### src/rtl/instruction_fetch.sv
// Instruction fetch unit: issues one memory read per instruction, holds the fetched word
// until decode accepts it, and supports redirect (flush) at any point of a fetch.
module instruction_fetch #(
    parameter int DATA_WIDTH  = 32,
    parameter int COUNT_WIDTH = 16
) (
    input  logic                   clock,
    input  logic                   clear_n,
    input  logic                   enable,
    input  logic                   flush,
    input  logic [DATA_WIDTH-1:0]  pc_in,
    output logic                   inc_PC,
    output logic [DATA_WIDTH-1:0]  mem_addr,
    output logic                   mem_rd,
    input  logic                   mem_ready,
    input  logic [DATA_WIDTH-1:0]  mem_data,
    output logic [DATA_WIDTH-1:0]  ir_out,
    output logic                   ir_valid,
    input  logic                   ir_ready,
    output logic [COUNT_WIDTH-1:0] fetch_count
);

    typedef enum logic [1:0] {IDLE, REQ, HOLD, DRAIN} state_t;

    state_t                 state_q, state_d;
    logic [DATA_WIDTH-1:0]  addr_q, addr_d;
    logic [DATA_WIDTH-1:0]  ir_q, ir_d;
    logic [COUNT_WIDTH-1:0] cnt_q, cnt_d;
    logic                   rd_q, rd_d;
    logic                   inc_q, inc_d;
    logic                   vld_q, vld_d;

    always_comb begin
        state_d = state_q;
        addr_d  = addr_q;
        ir_d    = ir_q;
        cnt_d   = cnt_q;
        rd_d    = rd_q;
        inc_d   = 1'b0;
        vld_d   = vld_q;
        case (state_q)
            IDLE: begin
                if (enable && !flush) begin
                    state_d = REQ;
                    addr_d  = pc_in;
                    rd_d    = 1'b1;
                end
            end
            REQ: begin
                if (mem_ready) begin
                    rd_d = 1'b0;
                    if (flush) begin
                        state_d = IDLE;
                    end else begin
                        state_d = HOLD;
                        ir_d    = mem_data;
                        vld_d   = 1'b1;
                        inc_d   = 1'b1;
                    end
                end else if (flush) begin
                    // read is already in flight; wait out its response before re-arming
                    state_d = DRAIN;
                    rd_d    = 1'b0;
                end
            end
            HOLD: begin
                if (flush) begin
                    state_d = IDLE;
                    vld_d   = 1'b0;
                end else if (ir_ready) begin
                    state_d = IDLE;
                    vld_d   = 1'b0;
                    cnt_d   = cnt_q + COUNT_WIDTH'(1);
                end
            end
            DRAIN: begin
                if (mem_ready) state_d = IDLE;
            end
            default: begin
                state_d = IDLE;
                rd_d    = 1'b0;
                vld_d   = 1'b0;
            end
        endcase
    end

    always_ff @(posedge clock or negedge clear_n) begin
        if (!clear_n) begin
            state_q <= IDLE;
            addr_q  <= '0;
            ir_q    <= '0;
            cnt_q   <= '0;
            rd_q    <= 1'b0;
            inc_q   <= 1'b0;
            vld_q   <= 1'b0;
        end else begin
            state_q <= state_d;
            addr_q  <= addr_d;
            ir_q    <= ir_d;
            cnt_q   <= cnt_d;
            rd_q    <= rd_d;
            inc_q   <= inc_d;
            vld_q   <= vld_d;
        end
    end

    assign inc_PC      = inc_q;
    assign mem_addr    = addr_q;
    assign mem_rd      = rd_q;
    assign ir_out      = ir_q;
    assign ir_valid    = vld_q;
    assign fetch_count = cnt_q;

endmodule

### config.mk
export PLATFORM = sky130hd
export DESIGN_NAME = instruction_fetch
export DESIGN_NICKNAME = d
export VERILOG_FILES = /design/src/rtl/instruction_fetch.sv
export SDC_FILE = /design/constraint.sdc
export NUM_CORES = 1
export LEC_CHECK = 0
export BUFFER_PORTS_ARGS = -buffer_cell sky130_fd_sc_hd__buf_2
export CORE_ASPECT_RATIO = 1.75
export CORE_MARGIN = 8
export CORE_UTILIZATION = 42
export DETAILED_ROUTE_END_ITERATION = 12
export PLACE_DENSITY = 0.81
export SETUP_SLACK_MARGIN = 0.4
export SKIP_CTS_REPAIR_TIMING = 1
export SYNTH_ARGS = -nofsm -noshare
export SYNTH_HDL_FRONTEND = slang
export SYNTH_SLANG_ARGS = --single-unit
### constraint.sdc
create_clock -name clock -period 1.8 [get_ports clock]
set_clock_uncertainty 0.2 [all_clocks]
set_input_delay 0.27 -clock clock [delete_from_list [all_inputs] [get_ports clock]]
set_output_delay 0.27 -clock clock [all_outputs]
set_load 0.03 [all_outputs]
## After elaboration in Yosys (flattened, before gate mapping)

Index checks and enable logic that the tools add are counted.

- Logic and storage cells: 49
- Bits in registers: 85
- Output and inout port bits: 83
- Input port bits: 70

- Equality and inequality tests: 9
- Add/subtract/negate cells: 1
- Mux-type cells: 20
- Reductions and logical operators: 11
- Bitwise operators: 1

Operator list:

| kind | count |
|---|---|
| $add 16x1->16 const B | 1 |
| $mux 2 | 7 |
| $mux 1 | 10 |
| $reduce_and 3->1 | 3 |
| $ne 2x2->1 const B | 4 |
| $pmux 2 s4 | 1 |
| $reduce_and 4->1 | 2 |
| $ne 3x3->1 const B | 2 |
| $eq 2x2->1 const B | 2 |
| $pmux 1 s2 | 2 |
| $reduce_bool 2->1 | 2 |
| $eq 2x1->1 const B | 1 |
| $logic_not 2->1 | 1 |
| $reduce_and 2->1 | 1 |
| $logic_and 1x1->1 | 1 |
| $logic_not 1->1 | 1 |
| $not 1->1 | 1 |

## Depth between registers and ports, before layout

- Word-level depth: 4
- Mapped depth: 7
- Mapped depth without buffers: 5

## Least setup slack after synthesis

No wires, ideal clock.

- Path kind: register to register
- From: reg state_q[0]
- To: reg cnt_q[12], in the netlist fetch_count[12]
- Arrival: 1449 ps
- Buffers on the path: 3
- Clock period less this slack: 1782 ps
- Stages on the path, launching flop included: 8
- Required time: 1467 ps
- Slack: 18 ps
- Library setup time: 133 ps
- Path through: dfrtp_1 > buf_2 > and4bb_2 > buf_4 > and4_1 > buf_2 > nand4_1 > xnor2_1

- Word-level cells in the longest chain between the ends: 2

Ends and longest elaborated chain:

| what | RTL line | source |
|---|---|---|
| start, declared | 25 | `state_t state_q, state_d;` |
| start signal, assigned | 97 | `state_q <= state_d;` |
| $eq 2x2->1 | 41 | `case (state_q)` |
| $reduce_and 3->1 (no source line) | -- |  |
| end signal, assigned | 100 | `cnt_q <= cnt_d;` |
| end, declared | 28 | `logic [COUNT_WIDTH-1:0] cnt_q, cnt_d;` |

No other way between the ends.
A chain may end at the register's enable or synchronous reset.

## Worst setup path in the final report

- From: reg state_q[1]
- To: reg ir_q[7], in the netlist ir_out[7]

- Word-level cells in the longest chain between the ends: 2

Ends and longest elaborated chain:

| what | RTL line | source |
|---|---|---|
| $eq 2x1->1 | 41 |  |
| $reduce_and 3->1 (no source line) | -- |  |
| end signal, assigned | 99 | `ir_q <= ir_d;` |
| end, declared | 27 | `logic [DATA_WIDTH-1:0] ir_q, ir_d;` |

No other way between the ends.

==> results.md <==
- Status: completed
- Post-synthesis register bit count: 85
- DRC: 0
- Reg power frac: 35.6%
- Dominant cell type by area after synthesis: dfrtp_1
- Root Driver: clkbuf_16
- FF-to-FF Start: state_q[1]$_DFFE_PN0P_
- Ant diodes: 0
- Hold Violations, Final: 0
- TritonCTS clock tree: yes
- DIE WIDTH: 83.1 µm
- NumNets Final: 535
- Drt total wl: 10.4 mm
- Synth async-reset ratio: 100%
- Switching Power: 2.94 mW
- Mapped cell area: 3310 µm²
- Clk buf depth: 2
- Top-count cell post-synth: dfrtp_1
- Number of antenna violations at the first check in global routing: 0
- End of the critical path: ir_out[7]$_DFFE_PN0P_
- Largest net degree at the start of global routing: 86
- # fillers: 457
- DRT iter0 DRCs: 82
- Die Span Y: 133 µm
- Logic gate share of total power: 39.8%
- Max-Cap Viols: 0
- Area grow syn2layout: 72.9%
- Core area: 7800 µm²
- WHS: 0.000539 ns
- CP endpoint kind: register
- Die footprint: 11100 µm²
- Worst r2r dst: ir_out[7]$_DFFE_PN0P_
- Min Tclk post-route: 1.76 ns
- Drt wl/cell: 18.6 µm
- Post-synth top cells: dfrtp_1, mux2_2, xnor2_1
- Crit. Startpoint: state_q[1]$_DFFE_PN0P_
- Grt ovf: 0
- Clock power share: 24.5%
- RSZ-0062 raised after global routing: yes
- Syn avg cell area: 15.1 µm²
- CP Class: register to register
- Internal power: 5.16 mW
- Slew Limit Fails: 0
- Worst vdd ir: 1.01 mV
- Layout cells sized above 1: 61.2%
- Startpoint Class: register
- Number of port buffers: 152
- Synth top area share: 64.3%
- Slew margin rel.: 70.3%
- Leading cell types by total area after synthesis: dfrtp_1, mux2_2, xnor2_1
- Vias in the first global route: 2640
- Endpoints failing setup: 0
- Vias per std cell: 4.96
- H-tree lvl count: 3
- Tightest Pin Transition: 0.446 ns
- Worst-path clk slew: 0.06 ns
- Final Total Pwr: 8.10 mW
- R2R cell count: 3
- Clk sinks: 85
- Initial Util: 42.4%
- Clock buffer count from CTS: 9
- Gpl congestion: 0.812
- Vias: 2773
- FF-to-FF setup slack: 0.04 ns
- Cells after Synth: 219
- First-pass GRT wire length: 13.4 mm
- Hold Path Class: input pin to register
- Drt first pass iters: 4
- PwrDens: 1420 nW/µm²
- EDFF count, synth: 0
- Crit share post-route: 97.9%
- Top FF cell, synth: dfrtp_1
- Syn_nets: 290
- Register area share after synthesis: 64.3%
- Sw frac: 36.3%
- CP required: 1.80 ns
- Pleak: 2.80 nW
- Routed Antenna Nets: 0
- CP max FO: 33
- FMAX: 567 MHz
- Arrival time at the worst endpoint: 1.77 ns
- Clk Latency, worst-skew pair: 0.33 ns
- Cell variety after synth: 24
- Total GRT Usage: 14.9%
- Yosys warnings: 0
- I/O Pins: 153
- Std cell rows: 43
- Dpl hpwl: 6.16 mm
-- logic make-up after synthesis --
group,Yosys count,share of synthesized area (%)
flip-flops,85,64.3
XOR/XNOR,15,3.97
buffers and inverters,11,1.70
AO/OA/AOI/OAI,9,1.59
multiplexers,65,22.1
adder cells (fa/ha/maj),1,0.378
AND/OR/NAND/NOR,33,5.90
-- per-layer routing --
| layer | GRT usage (%) | routed length (µm) | up-vias |
|---|---|---|---|
| li1 | - | - | 1262 |
| met1 | 15.5 | 3770 | 1375 |
| met2 | 26.1 | 5760 | 112 |
| met3 | 4.40 | 479 | 24 |
| met4 | 7.76 | 397 | 0 |
| met5 | 0 | 0 | - |
-- worst max-delay path: stages, from the launching register on --
cell	delay [ns]
dfrtp_2	0.46
nor4bb_4	0.33
buf_12	0.28
mux2_4	0.34
-- layout make-up --
type	count	area, µm²	area share (%)
timing repair buffer	244	1780	31.1
multi-input combinational	123	1360	23.8
inverter	1	3.75	0.0656
sequential	85	2140	37.3
clock buffer	12	256	4.48
clock inverter	4	70.1	1.23
tap	90	113	1.97
-- stage by stage --
| step | area (µm²) | setup slack [ns] | util (%) | setup TNS, ns | instances |
|---|---|---|---|---|---|
| after global placement | 4390 | 0.0876 | 56.3 | 0 | 457 |
| after global routing | 5720 | -0.00638 | 73.3 | -0.00972 | 559 |
| after CTS | 4720 | 0.0281 | 60.4 | 0 | 473 |
| after floorplan | 3510 | 0.0321 | - | 0 | 219 |
| after detailed placement | 4390 | 0.0550 | 56.3 | 0 | 457 |
| final | 5720 | 0.0375 | 73.3 | 0 | 559 |
-- worst min path at each step --
stage | from | to | cells past startpoint
after global placement | clear_n | mem_addr[9]$_DFFE_PN0P_ | 2
after global routing | mem_data[15] | ir_out[15]$_DFFE_PN0P_ | 2
after CTS | clear_n | mem_addr[16]$_DFFE_PN0P_ | 2
after floorplan | clear_n | fetch_count[0]$_DFFE_PN0P_ | 0
after detailed placement | clear_n | mem_addr[16]$_DFFE_PN0P_ | 2
final | mem_data[15] | ir_out[15]$_DFFE_PN0P_ | 2
-- cell usage in the layout, fill, tap and decap left out, drive strengths merged, types with 2 or more instances in the layout --
cell type	count
and3	6
and4	2
buf	178
bufinv	2
clkbuf	15
clkinv	2
dfrtp	85
dlygate4sd3	63
mux2	65
nand2	5
nand2b	2
nand3	4
nand4	6
nor2	4
o21ai	5
xnor2	14
-- flip-flops by register name (all words and copies together) (netlist names) --
| register | flops |
|---|---|
| mem_rd | 1 |
| ir_valid | 1 |
| mem_addr | 32 |
| fetch_count | 16 |
| inc_PC | 1 |
| state_q | 2 |
| ir_out | 32 |
-- power groups by stage --
stage	clock, mW	combinational, mW	sequential, mW
after floorplan	0	0.794	4.03
after global placement	0	2.84	2.85
after detailed placement	0	2.90	2.88
after CTS	2.02	2.91	2.87
after global routing	2.10	3.39	2.95
final	1.99	3.23	2.89
No activity file was read; power rests on OpenSTA's default activity.
